==> src/rtl/trivium_pkg.sv <==
// Shared Trivium definitions: sizes, tap positions, FSM encoding and the key/IV load.
package trivium_pkg;

  localparam int STATE_W  = 288;
  localparam int KEY_W    = 80;
  localparam int IV_W     = 80;
  localparam int INIT_RND = 1152;

  // Tap positions, 1-based to match the usual s1..s288 numbering
  localparam int T1_A  = 66;
  localparam int T1_B  = 93;
  localparam int T1_N0 = 91;
  localparam int T1_N1 = 92;
  localparam int T1_C  = 171;
  localparam int T2_A  = 162;
  localparam int T2_B  = 177;
  localparam int T2_N0 = 175;
  localparam int T2_N1 = 176;
  localparam int T2_C  = 264;
  localparam int T3_A  = 243;
  localparam int T3_B  = 288;
  localparam int T3_N0 = 286;
  localparam int T3_N1 = 287;
  localparam int T3_C  = 69;

  // Ascending range so s[i] is literally s_i; s[1] is the MSB of the vector
  typedef logic [1:STATE_W] state_t;

  typedef enum logic [1:0] {
    ST_IDLE = 2'd0,
    ST_INIT = 2'd1,
    ST_RUN  = 2'd2
  } fsm_t;

  function automatic state_t trivium_load(input logic [KEY_W-1:0] key,
                                          input logic [IV_W-1:0]  iv);
    state_t s;
    s          = '0;
    s[1:80]    = key;
    s[94:173]  = iv;
    s[286:288] = 3'b111;
    return s;
  endfunction

endpackage

==> src/rtl/trivium_round_w.sv <==
// W unrolled Trivium rounds; keystream bit of the first round lands in ks_o[W-1].
module trivium_round_w
  import trivium_pkg::*;
#(
  parameter int W = 8
) (
  input  state_t         state_i,
  output state_t         state_o,
  output logic [W-1:0]   ks_o
);

  always_comb begin
    state_t s;
    logic   t1, t2, t3;
    s    = state_i;
    ks_o = '0;
    t1   = 1'b0;
    t2   = 1'b0;
    t3   = 1'b0;
    for (int r = 0; r < W; r++) begin
      t1 = s[T1_A] ^ s[T1_B];
      t2 = s[T2_A] ^ s[T2_B];
      t3 = s[T3_A] ^ s[T3_B];
      ks_o[W-1-r] = t1 ^ t2 ^ t3;
      t1 = t1 ^ (s[T1_N0] & s[T1_N1]) ^ s[T1_C];
      t2 = t2 ^ (s[T2_N0] & s[T2_N1]) ^ s[T2_C];
      t3 = t3 ^ (s[T3_N0] & s[T3_N1]) ^ s[T3_C];
      s  = {t3, s[1:92], t1, s[94:176], t2, s[178:287]};
    end
    state_o = s;
  end

endmodule

==> src/rtl/trivium_decrypt.sv <==
// Trivium receive path: warm up from KEY/IV, then XOR keystream onto accepted ciphertext words.
module trivium_decrypt
  import trivium_pkg::*;
#(
  parameter int W        = 8,
  parameter int INIT_RND = trivium_pkg::INIT_RND
) (
  input  logic             clk,
  input  logic             reset,
  input  logic             start,
  input  logic [KEY_W-1:0] key,
  input  logic [IV_W-1:0]  iv,
  input  logic             ct_valid,
  input  logic [W-1:0]     ct_data,
  input  logic             ct_last,
  output logic             ct_ready,
  output logic             pt_valid,
  output logic [W-1:0]     pt_data,
  output logic             pt_last,
  input  logic             pt_ready,
  output logic             busy,
  output logic             init_done
);

  localparam int INIT_CYC = INIT_RND / W;
  localparam int CNT_W    = $clog2(INIT_CYC + 1);

  fsm_t             fsm_q, fsm_d;
  state_t           s_q, s_d, s_rnd;
  logic [CNT_W-1:0] cnt_q, cnt_d;
  logic             pt_valid_q, pt_valid_d;
  logic [W-1:0]     pt_data_q, pt_data_d;
  logic             pt_last_q, pt_last_d;
  logic [W-1:0]     ks;
  logic             ct_hs, pt_hs;

  trivium_round_w #(.W(W)) u_round (
    .state_i (s_q),
    .state_o (s_rnd),
    .ks_o    (ks)
  );

  assign ct_ready  = (fsm_q == ST_RUN) & (~pt_valid_q | pt_ready);
  assign ct_hs     = ct_valid & ct_ready;
  assign pt_hs     = pt_valid_q & pt_ready;
  assign pt_valid  = pt_valid_q;
  assign pt_data   = pt_data_q;
  assign pt_last   = pt_last_q;
  assign busy      = (fsm_q != ST_IDLE);
  assign init_done = (fsm_q == ST_RUN);

  always_comb begin
    fsm_d      = fsm_q;
    s_d        = s_q;
    cnt_d      = cnt_q;
    pt_valid_d = pt_valid_q;
    pt_data_d  = pt_data_q;
    pt_last_d  = pt_last_q;

    if (pt_hs) pt_valid_d = 1'b0;

    if (start) begin
      // Restart wins over everything, including an accept in the same cycle
      fsm_d      = ST_INIT;
      s_d        = trivium_load(key, iv);
      cnt_d      = '0;
      pt_valid_d = 1'b0;
    end else begin
      case (fsm_q)
        ST_INIT: begin
          s_d   = s_rnd;
          cnt_d = cnt_q + 1'b1;
          if (cnt_q == CNT_W'(INIT_CYC - 1)) fsm_d = ST_RUN;
        end
        ST_RUN: begin
          // Keystream only moves when a ciphertext word is actually consumed
          if (ct_hs) begin
            s_d        = s_rnd;
            pt_valid_d = 1'b1;
            pt_data_d  = ct_data ^ ks;
            pt_last_d  = ct_last;
          end
          if (pt_hs && pt_last_q) fsm_d = ST_IDLE;
        end
        default: ;
      endcase
    end
  end

  always_ff @(posedge clk or negedge reset) begin
    if (!reset) begin
      fsm_q      <= ST_IDLE;
      s_q        <= '0;
      cnt_q      <= '0;
      pt_valid_q <= 1'b0;
      pt_data_q  <= '0;
      pt_last_q  <= 1'b0;
    end else begin
      fsm_q      <= fsm_d;
      s_q        <= s_d;
      cnt_q      <= cnt_d;
      pt_valid_q <= pt_valid_d;
      pt_data_q  <= pt_data_d;
      pt_last_q  <= pt_last_d;
    end
  end

endmodule

==> config.mk <==
export PLATFORM = sky130hd
export DESIGN_NAME = trivium_decrypt
export DESIGN_NICKNAME = d
export VERILOG_FILES = /design/src/rtl/trivium_pkg.sv /design/src/rtl/trivium_round_w.sv /design/src/rtl/trivium_decrypt.sv
export SDC_FILE = /design/constraint.sdc
export NUM_CORES = 1
export LEC_CHECK = 0
export CAP_MARGIN = 20
export CORE_AREA = 3 3 189 191
export CTS_BUF_LIST = sky130_fd_sc_hd__clkbuf_8
export DETAILED_ROUTE_END_ITERATION = 10
export DIE_AREA = 0 0 192 194
export PLACE_DENSITY_LB_ADDON = 0.3
export SETUP_SLACK_MARGIN = 0.05
export SYNTH_ARGS = -nofsm -noshare
export SYNTH_HDL_FRONTEND = slang
export SYNTH_HIERARCHICAL = 1
export SYNTH_SLANG_ARGS = --single-unit
==> constraint.sdc <==
create_clock -name clk -period 1.7 [get_ports clk]
set_input_delay 0.255 -clock clk [delete_from_list [all_inputs] [get_ports clk]]
set_output_delay 0.255 -clock clk [all_outputs]
set_load 0.02 [all_outputs]
* Yosys cells after proc, flatten, opt, wreduce, memory -nomap -nowiden
Cells that the tools add are included.
** Word-level totals
- Bits in registers :: 308
- Bits of input ports :: 174
- Output and inout port bits :: 13
- Word-level logic and storage cells :: 152
** Cells by class
- Add/subtract/negate cells :: 1
- Equality and inequality tests :: 6
- Mux-type cells :: 13
- Bitwise operators :: 119
- Reductions and logical operators :: 7
** Operators with widths (count)
- two-way mux 288 bit :: 2
- case mux 288 bit (2 select lines) :: 1
- XOR 1 bit :: 88
- bitwise AND 1 bit :: 27
- two-way mux 8 bit :: 2
- adder 8 x 1 -> 8 bit (second input constant) :: 1
- equality test 8 bit (second input constant) :: 1
- XOR 8 bit :: 1
- two-way mux 2 bit :: 3
- != test 3 x 2 -> 1 bit (second input constant) :: 2
- AND reduction 3 bit :: 2
- two-way mux 1 bit :: 4
- case mux 2 bit (2 select lines) :: 1
- nonzero test 2 bit :: 2
- != test 3 bit (second input constant) :: 1
- nonzero test 3 bit :: 1
- equality test 2 x 1 -> 1 bit (second input constant) :: 1
- equality test 2 bit (second input constant) :: 1
- inverter 1 bit :: 2
- AND reduction 2 bit :: 1
- logical AND 1 bit :: 1
- OR 1 bit :: 1

* Longest topological paths before layout
- Depth after elaboration :: 7
- Mapped depth :: 6
- Gate-level depth less buffers :: 4

* Modules after synthesis
Netlist, hierarchy kept.
** By module, submodules not included
- trivium_decrypt :: instances 1, cells an instance 1014, area each 15315.9 µm², sequential area each 7707.4 µm²
- trivium_round_w :: instances 1, cells an instance 344, area each 3126.7 µm², sequential area each 0.0 µm²

* Least setup slack after synthesis
Ideal clock, no wire load.
- Kind :: register to register
- Start point :: reg fsm_q[0]
- End point :: reg s_q[130]
- Setup time :: 0.125 ns
- Data arrival time :: 1.882 ns
- Data required time :: 1.575 ns
- Setup slack :: -0.307 ns
- Stages on the path, launching flop included :: 7
- Buffers on the path :: 3
- Clock period less this slack :: 2.007 ns
- Cells stage by stage :: dfrtp_1 > nor2b_1 > a311o_1 > buf_6 > buf_8 > buf_8 > mux2_4
** Between the ends
- Longest elaborated chain between the ends :: 5
- Elaborated cells between the ends (all ways) :: 9
- Classes of those cells :: eq/ne (3); mux (2); bitwise (2); reduce/logical (2)
** Ends and longest elaborated chain
- from (decl) :: line trivium_decrypt.sv:28 : fsm_t fsm_q, fsm_d;
- from (signal assigned) :: line trivium_decrypt.sv:99 : fsm_q <= fsm_d;
- equality test 2 bit *
- named net init_done :: line trivium_decrypt.sv:22 : output logic init_done
- bitwise AND 1 bit :: line trivium_decrypt.sv:43 : assign ct_ready = (fsm_q == ST_RUN) & (~pt_valid_q | pt_ready);
- bitwise AND 1 bit :: line trivium_decrypt.sv:44 : assign ct_hs = ct_valid & ct_ready;
- != test 3 x 2 -> 1 bit (no source line)
- AND reduction 2 bit (no source line)
- to (signal assigned) :: line trivium_decrypt.sv:93 : s_q <= '0;
- to (signal assigned) :: line trivium_decrypt.sv:100 : s_q <= s_d;
- to (decl) :: line trivium_decrypt.sv:29 : state_t s_q, s_d, s_rnd;
The timed path passes the listed nets; every way through them passes the cells marked *.
A chain may end at the register's enable or synchronous reset.

* Final worst setup path
- Start point :: reg fsm_q[1]
- End point :: reg s_q[161]
** Between the ends
- Longest elaborated chain between the ends :: 5
- Elaborated cells between the ends (all ways) :: 9
- Classes of those cells :: eq/ne (3); mux (2); bitwise (2); reduce/logical (2)
** Ends and longest elaborated chain (line)
- equality test 2 bit :: trivium_decrypt.sv:43, trivium_decrypt.sv:69
- bitwise AND 1 bit :: trivium_decrypt.sv:43
- bitwise AND 1 bit :: trivium_decrypt.sv:44
- != test 3 x 2 -> 1 bit (no source line)
- AND reduction 2 bit (no source line)
Parallel ways exist; a longest one is shown, timed or not.

==> metrics <==
status complete, but fails checks; failing checks negative setup slack; period utilization 108.7%; minimum clock period 1.849 ns; Final Hold Vio Count 0; Hold WS 0.1130 ns; Syn Nets 1533; total power draw 18.31 mW; clock buffer count from CTS 54; clock sinks 308; Achievable Freq 0.5410 GHz; distinct cell type count after synthesis 38; R2R cell count 5; Clock Tree Buf Depth 3; final layout net count 1554; hpwl dp 25510 microns; DP Area 19440 sq um; Synth Instances 1358; max-slew violations 0; Cell Count, Final, Fillers Out 1876; Ports 187; Slew Limit Headroom 70.98%; critical path required time 2.14 ns; clock-pin slew on the worst setup and hold paths 0.06 ns; Rows 68; clk root buf clkbuf_8; starting density of the core 53.79%; kind of critical path register to register; setup TNS -23.89 ns; via count 9371; fin worst setup slack -0.1486 ns; prevailing post-synth register cell dfrtp_1; router iterations before antenna repair 4; Syn-to-layout area delta 12.75%; worst slew pin tran 0.4292 ns; die area 37250 sq um; largest net degree at the start of global routing 78; startpoint types register; Die W 192 microns; Yosys warnings 6; Fin Clk Skew 0.02868 ns; max_cap viols 0; Yosys reg bits 308; unrepaired setup endpoints after global routing yes; routed wire length 36450 microns; crit end category register; Power Density 880.5 nW/um^2; Antenna Cells 0; routed len/inst 19.43 microns; Post-Synthesis Mean Instance Area 13.58 sq um; Seq/Total Area, Yosys 41.79%; Routed Antenna Nets 0; Remaining DRCs 0; critical path arrival 2.29 ns; Die Y 194 microns; post-synth top area cell dfrtp_1; final core occ 60.64%; vias in the first global route 10290; setup violators final 294; Final Cell Area 20790 sq um; H-tree depth 2; CP Max Fanout 28; leak pwr 10.21 nW; pre-CTS WS -0.4788 ns; Worst-Skew Late Latency 0.59 ns; core area 34290 sq um; Inst Count DP 1768; PortBufs 186; Global Route Usage Sum 19.75%; post-synth top area share 41.79%; share of cells above drive strength 1 47.78%; peak supply drop 0.5672 mV; CTS tree yes; FFs w/ async S/R, synth 100.0%; top post-synthesis cells by area dfrtp_1 (42%), mux2_4 (18%), mux2_2 (14%), buf_4 (11%), nor2b_1 (4.3%); RD Place Congestion 0.7791; Initial DRC Count 388; overflow left after global routing 0; Post-synth EDFFs 0; worst hold path class input port to asynchronous set/reset pin; initial antenna violation count 0; Vias/cell 4.995; first-pass GRT wire length 58420 microns; mapped cell area 18440 sq um
registers in the layout, summed over array words and instances, names as in the netlist:
register,flops
s_q,288
cnt_q,8
pt_data,8
fsm_q,2
pt_last,1
pt_valid,1
placed cells by master, fill, tap and decap left out, types with 2 or more instances in the layout:
| cell type | instances |
|---|---|
| dfrtp_1 | 304 |
| mux2_2 | 231 |
| mux2_4 | 223 |
| clkdlybuf4s50_1 | 171 |
| nor2b_1 | 125 |
| buf_4 | 75 |
| clkbuf_8 | 70 |
| nand2_1 | 26 |
| xor3_1 | 21 |
| inv_1 | 20 |
| buf_12 | 18 |
| xnor2_2 | 14 |
| xnor2_1 | 11 |
| clkinv_2 | 10 |
| buf_6 | 10 |
| dlygate4sd2_1 | 9 |
| xor2_1 | 8 |
| nor2_1 | 7 |
| a21oi_1 | 6 |
| xnor3_1 | 6 |
| mux2i_1 | 4 |
| o21ai_0 | 4 |
| or3_1 | 4 |
| dfrtp_2 | 4 |
| buf_16 | 4 |
| nand4b_1 | 3 |
| buf_8 | 3 |
| nor2b_4 | 2 |
| nand3b_1 | 2 |
| clkinvlp_4 | 2 |
| clkbuf_16 | 2 |
| xor3_2 | 2 |
| xnor3_2 | 2 |
synthesized netlist by cell type (2+ instances only):
library cell / number
buf_4: 264
xor2_1: 8
xnor2_2: 12
inv_1: 5
buf_6: 14
clkbuf_1: 32
mux2_4: 217
a21oi_1: 6
nor2_1: 7
buf_2: 6
dfrtp_1: 308
xnor3_1: 8
nand3b_1: 2
nand2_1: 26
o21ai_0: 4
xor3_1: 23
mux2i_1: 4
nand4b_1: 3
xnor2_1: 14
or3_1: 4
nor2b_1: 127
buf_8: 12
mux2_2: 237
power breakdown:
part           internal [mW]  switching [mW]
Clock                   3.84            3.10
Sequential              7.89           0.392
Combinational           2.07            1.02
Total                   13.8            4.52
layer usage:
metal  part of all wire, %  global-route usage [%]  up-vias
met1                    46                   28.10     4752
met5                     0                       0        -
li1                      -                       -     4405
met3                   4.0                   3.526       45
met4                   1.5                   3.967        0
met2                    48                   31.95      169
layout make-up:
| class | instances | area, sq um |
|---|---|---|
| fill | 2579 | 13490 |
| clock buffer | 70 | 963.4 |
| inverter | 5 | 18.77 |
| tap | 455 | 569.3 |
| multi-input combinational | 716 | 8325 |
| timing repair buffer | 294 | 3053 |
| clock inverter | 28 | 151.4 |
| sequential | 308 | 7712 |
path summary, 6_finish.rpt:
path | startpoint | to | slack (ns)
hold / removal | reset | s_q[83]$_DFFE_PN0P_ | 0.11
hold reg to reg | s_q[64]$_DFFE_PN0P_ | s_q[64]$_DFFE_PN0P_ | 0.50
max in group asynchronous | reset | s_q[194]$_DFFE_PN0P_ | 0.88
min in group clk | start | pt_valid$_DFF_PN0_ | 0.23
setup / recovery | fsm_q[1]$_DFFE_PN0P_ | s_q[161]$_DFFE_PN0P_ | -0.15
setup reg to reg | fsm_q[1]$_DFFE_PN0P_ | s_q[161]$_DFFE_PN0P_ | -0.15
cells by family (layout without fill, tap and decap cells):
kind of cell             Yosys count  after routing  share of synthesized area, %
AO/OA/AOI/OAI                     14             14                        0.4546
AND/OR/NAND/NOR                  177            177                         5.624
buffers and inverters            334            397                         13.51
adder cells (fa/ha/maj)            1              1                       0.06783
flip-flops                       308            308                         41.79
multiplexers                     458            458                         32.35
XOR/XNOR                          66             66                         6.194
worst max-delay path, stage by stage (launching register included):
cell,delay (ns)
dfrtp_1,0.42
nor2b_4,0.15
a311o_2,0.39
buf_12,0.20
buf_16,0.20
mux2_4,0.32
what timing repair did:
action | 4_1_cts | 5_1_grt
endpoints found under the hold margin | 308 | 0
setup buffers | 5 | 2
gates resized for setup | 46 | 15
setup endpoints to repair | 302 | 300
hold buffers | 1 | 0
gates cloned | 0 | 2
pin swaps | 6 | 3
Power figures use the tool's default switching activity.
